## src/rtl/endpoint_bus_master_if.sv

```systemverilog
// endpoint_bus_master_if: peripheral bus between the send-side initiator and a chiplet endpoint.
//   bus_addr / bus_wdata / bus_strobe : write address, data and byte strobe (master -> slave)
//   bus_wen / bus_ren                 : write / read enable (master -> slave)
//   bus_rdata                         : read data (slave -> master)
//   bus_error                         : transaction error, valid at completion (slave -> master)
//   bus_request_stall                 : slave not ready; holds the current transaction
interface endpoint_bus_master_if;
  logic [31:0] bus_addr;
  logic        bus_wen;
  logic        bus_ren;
  logic [31:0] bus_wdata;
  logic [3:0]  bus_strobe;
  logic [31:0] bus_rdata;
  logic        bus_error;
  logic        bus_request_stall;

  modport master (
    output bus_addr, bus_wen, bus_ren, bus_wdata, bus_strobe,
    input  bus_rdata, bus_error, bus_request_stall
  );

  modport slave (
    input  bus_addr, bus_wen, bus_ren, bus_wdata, bus_strobe,
    output bus_rdata, bus_error, bus_request_stall
  );
endinterface

```

## src/rtl/endpoint_bus_master.sv

```systemverilog
// endpoint_bus_master: send-only bus initiator for a chiplet endpoint. Each command streams its
// payload into the TX cache window, programs the message's packet start-address slot and then
// writes the message id to the TX send register.
//   clk, n_rst                         : clock, asynchronous active-low reset
//   cmd_valid/cmd_ready                : command handshake (cmd_msg_id, cmd_offset, cmd_len)
//   data_valid/data_ready, data_word   : payload word stream
//   busy                               : command in flight
//   done                               : one-cycle pulse, send triggered
//   err, err_code                      : one-cycle pulse, command aborted (1 range, 2 bus error)
//   bus                                : peripheral bus, master side
module endpoint_bus_master #(
  parameter int unsigned NUM_MSGS  = 4,
  parameter int unsigned MAX_WORDS = 128,
  localparam int unsigned MID_W    = $clog2(NUM_MSGS),
  localparam int unsigned LEN_W    = $clog2(MAX_WORDS + 1)
) (
  input  logic                 clk,
  input  logic                 n_rst,
  input  logic                 cmd_valid,
  output logic                 cmd_ready,
  input  logic [MID_W-1:0]     cmd_msg_id,
  input  logic [8:0]           cmd_offset,
  input  logic [LEN_W-1:0]     cmd_len,
  input  logic                 data_valid,
  output logic                 data_ready,
  input  logic [31:0]          data_word,
  output logic                 busy,
  output logic                 done,
  output logic                 err,
  output logic [1:0]           err_code,
  endpoint_bus_master_if.master bus
);

  // Range check width: wide enough that offset + 4*len never wraps.
  localparam int unsigned ChkW = (LEN_W + 3 > 11) ? LEN_W + 3 : 11;

  localparam logic [1:0]  ErrRange = 2'd1;
  localparam logic [1:0]  ErrBus   = 2'd2;
  localparam logic [31:0] CacheBase = 32'h0000_2000;
  localparam logic [31:0] SendAddr  = 32'h0000_1004;

  typedef enum logic [2:0] {StIdle, StData, StPtr, StTrig, StRpt} state_e;

  state_e             state_q, state_d;
  logic [MID_W-1:0]   id_q, id_d;
  logic [8:0]         off_q, off_d;
  logic [LEN_W-1:0]   len_q, len_d;
  logic [LEN_W-1:0]   acc_q, acc_d;   // payload words accepted from upstream
  logic [LEN_W-1:0]   cmp_q, cmp_d;   // payload words completed on the bus
  logic [31:0]        addr_q, addr_d;
  logic [31:0]        wdata_q, wdata_d;
  logic               wen_q, wen_d;
  logic               done_q, done_d;
  logic               err_q, err_d;
  logic [1:0]         code_q, code_d;

  logic [8:0]         off_in;
  logic [ChkW-1:0]    end_byte;
  logic               range_bad;
  logic               complete;
  logic               data_fire;
  logic               unused_in;

  assign off_in    = {cmd_offset[8:2], 2'b00};
  assign end_byte  = ChkW'(off_in) + (ChkW'(cmd_len) << 2);
  assign range_bad = (cmd_len == '0) || (end_byte > ChkW'(512));

  // In DATA the bus register doubles as the one-entry holding register.
  assign complete  = wen_q && !bus.bus_request_stall;

  assign cmd_ready  = n_rst && (state_q == StIdle);
  // Refuse new words on an erroring completion so nothing accepted is dropped.
  assign data_ready = (state_q == StData) && (acc_q < len_q) &&
                      (!wen_q || (complete && !bus.bus_error));
  assign data_fire  = data_valid && data_ready;
  assign busy       = (state_q != StIdle);
  assign done       = done_q;
  assign err        = err_q;
  assign err_code   = code_q;

  assign bus.bus_addr   = addr_q;
  assign bus.bus_wdata  = wdata_q;
  assign bus.bus_wen    = wen_q;
  assign bus.bus_ren    = 1'b0;
  assign bus.bus_strobe = wen_q ? 4'hF : 4'h0;

  assign unused_in = ^{bus.bus_rdata, cmd_offset[1:0]};

  always_comb begin
    state_d = state_q;
    id_d    = id_q;
    off_d   = off_q;
    len_d   = len_q;
    acc_d   = acc_q;
    cmp_d   = cmp_q;
    addr_d  = addr_q;
    wdata_d = wdata_q;
    wen_d   = wen_q;
    done_d  = 1'b0;
    err_d   = 1'b0;
    code_d  = 2'd0;

    unique case (state_q)
      StIdle: begin
        if (cmd_valid && cmd_ready) begin
          id_d  = cmd_msg_id;
          off_d = off_in;
          len_d = cmd_len;
          acc_d = '0;
          cmp_d = '0;
          if (range_bad) begin
            state_d = StRpt;
            err_d   = 1'b1;
            code_d  = ErrRange;
          end else begin
            state_d = StData;
          end
        end
      end

      StData: begin
        if (complete) begin
          wen_d = 1'b0;
          if (bus.bus_error) begin
            state_d = StRpt;
            err_d   = 1'b1;
            code_d  = ErrBus;
          end else begin
            cmp_d = cmp_q + LEN_W'(1);
            // Last payload word done: load the pointer write straight away.
            if ((cmp_q + LEN_W'(1)) == len_q) begin
              state_d = StPtr;
              addr_d  = 32'({id_q, 2'b00});
              wdata_d = {23'b0, off_q};
              wen_d   = 1'b1;
            end
          end
        end
        if (data_fire) begin
          addr_d  = CacheBase + 32'(off_q) + (32'(acc_q) << 2);
          wdata_d = data_word;
          wen_d   = 1'b1;
          acc_d   = acc_q + LEN_W'(1);
        end
      end

      StPtr: begin
        if (complete) begin
          if (bus.bus_error) begin
            state_d = StRpt;
            wen_d   = 1'b0;
            err_d   = 1'b1;
            code_d  = ErrBus;
          end else begin
            state_d = StTrig;
            addr_d  = SendAddr;
            wdata_d = 32'(id_q);
          end
        end
      end

      StTrig: begin
        if (complete) begin
          wen_d = 1'b0;
          if (bus.bus_error) begin
            state_d = StRpt;
            err_d   = 1'b1;
            code_d  = ErrBus;
          end else begin
            state_d = StIdle;
            done_d  = 1'b1;
          end
        end
      end

      StRpt: state_d = StIdle;

      default: state_d = StIdle;
    endcase
  end

  always_ff @(posedge clk or negedge n_rst) begin
    if (!n_rst) begin
      state_q <= StIdle;
      id_q    <= '0;
      off_q   <= '0;
      len_q   <= '0;
      acc_q   <= '0;
      cmp_q   <= '0;
      addr_q  <= '0;
      wdata_q <= '0;
      wen_q   <= 1'b0;
      done_q  <= 1'b0;
      err_q   <= 1'b0;
      code_q  <= 2'd0;
    end else begin
      state_q <= state_d;
      id_q    <= id_d;
      off_q   <= off_d;
      len_q   <= len_d;
      acc_q   <= acc_d;
      cmp_q   <= cmp_d;
      addr_q  <= addr_d;
      wdata_q <= wdata_d;
      wen_q   <= wen_d;
      done_q  <= done_d;
      err_q   <= err_d;
      code_q  <= code_d;
    end
  end

endmodule

```

## src/flat_wrapper.sv

```systemverilog
// flat-port wrapper written by rule: the top's interface ports become plain ports
module endpoint_bus_master_flat 
#(
  parameter int unsigned NUM_MSGS  = 4,
  parameter int unsigned MAX_WORDS = 128,
  localparam int unsigned MID_W    = $clog2(NUM_MSGS),
  localparam int unsigned LEN_W    = $clog2(MAX_WORDS + 1)
)
  (clk, n_rst, cmd_valid, cmd_ready, cmd_msg_id, cmd_offset, cmd_len, data_valid, data_ready, data_word, busy, done, err, err_code, bus_bus_addr, bus_bus_wen, bus_bus_ren, bus_bus_wdata, bus_bus_strobe, bus_bus_rdata, bus_bus_error, bus_bus_request_stall);
  endpoint_bus_master_if bus_i ();
  input  logic clk;
  input  logic n_rst;
  input  logic cmd_valid;
  output logic cmd_ready;
  input  logic [MID_W-1:0] cmd_msg_id;
  input  logic [8:0] cmd_offset;
  input  logic [LEN_W-1:0] cmd_len;
  input  logic data_valid;
  output logic data_ready;
  input  logic [31:0] data_word;
  output logic busy;
  output logic done;
  output logic err;
  output logic [1:0] err_code;
  output wire logic [$bits(bus_i.bus_addr)-1:0] bus_bus_addr;
  output wire logic [$bits(bus_i.bus_wen)-1:0] bus_bus_wen;
  output wire logic [$bits(bus_i.bus_ren)-1:0] bus_bus_ren;
  output wire logic [$bits(bus_i.bus_wdata)-1:0] bus_bus_wdata;
  output wire logic [$bits(bus_i.bus_strobe)-1:0] bus_bus_strobe;
  input wire logic [$bits(bus_i.bus_rdata)-1:0] bus_bus_rdata;
  input wire logic [$bits(bus_i.bus_error)-1:0] bus_bus_error;
  input wire logic [$bits(bus_i.bus_request_stall)-1:0] bus_bus_request_stall;
  assign bus_bus_addr = bus_i.bus_addr;
  assign bus_bus_wen = bus_i.bus_wen;
  assign bus_bus_ren = bus_i.bus_ren;
  assign bus_bus_wdata = bus_i.bus_wdata;
  assign bus_bus_strobe = bus_i.bus_strobe;
  assign bus_i.bus_rdata = bus_bus_rdata;
  assign bus_i.bus_error = bus_bus_error;
  assign bus_i.bus_request_stall = bus_bus_request_stall;
  endpoint_bus_master #(.NUM_MSGS(NUM_MSGS), .MAX_WORDS(MAX_WORDS)) u_core (.clk(clk), .n_rst(n_rst), .cmd_valid(cmd_valid), .cmd_ready(cmd_ready), .cmd_msg_id(cmd_msg_id), .cmd_offset(cmd_offset), .cmd_len(cmd_len), .data_valid(data_valid), .data_ready(data_ready), .data_word(data_word), .busy(busy), .done(done), .err(err), .err_code(err_code), .bus(bus_i));
endmodule
```

## config.mk

```make
export PLATFORM = sky130hd
export DESIGN_NAME = endpoint_bus_master_flat
export DESIGN_NICKNAME = d
export VERILOG_FILES = /design/src/rtl/endpoint_bus_master_if.sv /design/src/rtl/endpoint_bus_master.sv /design/src/flat_wrapper.sv
export SDC_FILE = /design/constraint.sdc
export NUM_CORES = 1
export LEC_CHECK = 0
export CORE_ASPECT_RATIO = 1.5
export CORE_MARGIN = 5
export CORE_UTILIZATION = 40
export DETAILED_ROUTE_END_ITERATION = 8
export PLACE_DENSITY = 0.73
export SKIP_CTS_REPAIR_TIMING = 1
export SKIP_LAST_GASP = 1
export SLEW_MARGIN = 30
export SYNTH_ARGS = -nofsm -noshare
export SYNTH_HDL_FRONTEND = slang
export SYNTH_SLANG_ARGS = --single-unit
```

## constraint.sdc

```tcl
create_clock -name clk -period 3.74 [get_ports clk]
set_clock_uncertainty 0.05 [all_clocks]
set_input_delay 0.561 -clock clk [delete_from_list [all_inputs] [get_ports clk]]
set_output_delay 0.561 -clock clk [all_outputs]
set_load 0.02 [all_outputs]
```

==> qor.yml <==
status:
  status: "finished, final reports clean"
grt:
  overflow: 0
  grt_pass1_vias: 3959
  grt_max_degree: 73
  grt_use_total_pct: 17.7
  grt_pass1_wl_um: 19800
  antenna_found_initial: 0
logic_synthesis:
  synth.distinct_cells: 56
  synth.area.top_cells: "dfrtp_1 45%, ha_1 6.2%, a22o_1 5.7%, buf_4 4.5%, nand2_1 4.0%"
  synth_edf_count: 0
  synth.cell_area_um2: 4630
  syn_inst: 462
  synth_top_area_share_pct: 45.4
  synth_area_leader_cell: "dfrtp_1"
  synth-seq-cells: 84
  ys_seq_area_share_pct: 45.4
  synth.avg_cell_area_um2: 10.0
  synth_ff_type: "dfrtp_1"
  yosysWarnings: 0
  ys_async_sr_fraction_pct: 100
pwr:
  power_density_nw_per_um2: 747
  finalPower_uw: 4550
  vdd_drop_max_mv: 0.216
  leakage_uw: 0.00277
timing:
  final.setup.worst_slack_ns: 0.560
  drv_slew: 0
  fin_crit_sh_pct: 85.0
  finalSetupViolCount: 0
  worst_pin_slew_ns: 0.749
  max_freq_mhz: 314
  hold_viol: 0
  slew_headroom_pct: 49.9
  fin_crit_ns: 3.18
  rsz0062_at_grt: "no"
  fin_setup_tns_ns: 0
routing:
  via_per_inst: 5.36
  wl_um: 12100
  drt-initial-drc-count: 168
  vias: 3836
  first_pass_iters: 4
  drc_errors: 0
  antenna_left: 0
  wire_per_inst_um: 16.9
worst_hold_path:
  hold_class: "primary input to async pin"
worst_setup_path:
  startpoint: "u_core.len_q[5]"
  crit_path_max_fanout: 5
  cp_slowest_cell: "clkdlybuf4s50_1"
  worstSetupPathType: "flop to output pin"
  critPathTopFamily: "buffers and inverters"
  worstReg2RegStart: "u_core.cmp_q[0]"
  crit_buf_inv: 2
  worst_ep_arrival_time_ns: 2.57
  end_kind: "output pin"
  crit_chain: "inv_1 -> ha_1 -> a211oi_1 -> o21ai_0 -> a21oi_1 -> clkdlybuf4s50_1"
  startpoint_type: "flop"
  max_stage_delay_ns: 0.66
  required_ns: 3.13
clock_network:
  clk_latency_ns: 0.34
  htree_levels: 3
  cts_tree: "done"
  cts_max_path_buffers: 2
  clkSinkCount: 84
  clockRootBuffer: "clkbuf_16"
  cts.clk_slew.worst_paths_ns: 0.06
  cts_buffers: 9
floorplanning:
  std_cell_rows: 48
  die_width_um: 97.9
  initial_core_util_pct: 40.6
  core_um2: 11400
  io_pins: 166
  fp.dieArea_um2: 13900
  die_h_um: 142
job:
  cap_viol_max_count: 0
final_layout:
  final_cell_count_no_fill: 716
  area_growth_pct: 31.4
  layout_common_cells: "108 x clkdlybuf4s50_1, 84 x dfrtp_1, 49 x nand2_1"
  nFillCells: 1011
  num_antenna_cells: 0
  drive_above_1_share_pct: 5.65
  fin_nets: 675
  final_common_cell: "clkdlybuf4s50_1"
placed_design:
  post-dp-hpwl_um: 9310
  place_congestion: 0.828
  port_buffers: 109
  place_inst: 700
  pre_cts_slack_ns: 0.228
==> synth_stat cells (2+ instances only) <==
cell,count
dfrtp_1,84
nand2_1,49
o21ai_0,33
a22o_1,30
buf_4,28
nor2_1,24
ha_1,23
inv_1,16
xor2_1,14
a21oi_1,13
clkbuf_1,13
nand3_1,12
and2_1,9
xnor2_1,9
a21o_1,8
a221o_1,7
nand4_1,7
nor3_1,7
a211oi_1,6
and3_1,5
nor2b_1,5
buf_6,4
nand2b_1,4
o31ai_1,4
nor4_1,3
o2111ai_1,3
o22ai_1,3
a211o_1,2
a31o_2,2
a31oi_1,2
buf_2,2
fa_1,2
mux2_1,2
o211ai_1,2
or2_2,2
or3_1,2
or4_1,2
==> flip-flops by register name, indices dropped and copies added, names as in the netlist <==
register	cells
u_core.off_q	7
u_core.done	1
u_core.bus.bus_wen	1
u_core.cmp_q	8
u_core.err	1
u_core.err_code	2
u_core.acc_q	8
u_core.len_q	8
u_core.id_q	2
u_core.state_q	3
u_core.bus.bus_wdata	32
u_core.bus.bus_addr	11
==> through the flow <==
stage               instance area, um^2  hold slack, ns  utilization [%]
finish                             6090          0.0178             53.4
detailed placement                 5730           0.383             50.3
global route                       6090          0.0159             53.4
CTS                                6080          0.0127             53.3
global placement                   5730           0.380             50.3
floorplan                          4710           0.215                -
==> logic make-up after synthesis <==
logic type | after synthesis | synth area share (%)
muxes | 3 | 0.702
and+or+nand+nor | 140 | 15.3
DFF | 84 | 45.4
other | 1 | 0.0810
AOI/OAI and AO/OA | 122 | 19.0
buffers and inverters | 64 | 8.16
adders and majority gates | 25 | 7.08
xor gates and xnor gates | 23 | 4.35
==> routing by layer <==
layer | GRT usage (%) | wire, um
met1 | 18.0 | 4430
met2 | 33.1 | 6430
met3 | 4.18 | 746
met4 | 9.12 | 510
met5 | 0 | 0
==> worst reg2reg max path: cells and delay by family (launching register included) <==
family / cells / cell delay [ns]
DFF: 1 / 0.42
AOI/OAI and AO/OA: 3 / 1.21
xor gates and xnor gates: 1 / 0.18
and+or+nand+nor: 3 / 0.54
buffers and inverters: 1 / 0.39
adders and majority gates: 1 / 0.26
==> path summary, 6_finish.rpt <==
path                                       endpoint  slack [ns]  depth (start not counted)
hold / removal              u_core.bus.bus_wdata[0]        0.02                          1
hold reg to reg             u_core.bus.bus_wdata[0]        0.44                          1
min in group clk            u_core.bus.bus_wdata[0]        0.44                          1
setup / recovery                         data_ready        0.56                          6
max in group asynchronous    u_core.bus.bus_addr[5]        2.72                          2
setup reg to reg           u_core.bus.bus_wdata[26]        0.63                          9
==> cell type report <==
cell class | count | area [um^2] | share of cell area, %
clock buffer | 10 | 239 | 3.93
multi-input combinational | 335 | 2250 | 37.0
tap | 150 | 188 | 3.08
clock inverter | 6 | 111 | 1.83
inverter | 16 | 60.1 | 0.986
timing repair buffer | 115 | 1140 | 18.7
sequential | 84 | 2100 | 34.5
==> power by group <==
part | leakage (uW) | internal, uW | total [uW] | switching [uW]
sequential | 0.00108 | 1240 | 1520 | 284
combinational | 0.00152 | 942 | 2000 | 1060
clock | 0.000169 | 670 | 1020 | 354
Power figures use the tool's default switching activity.
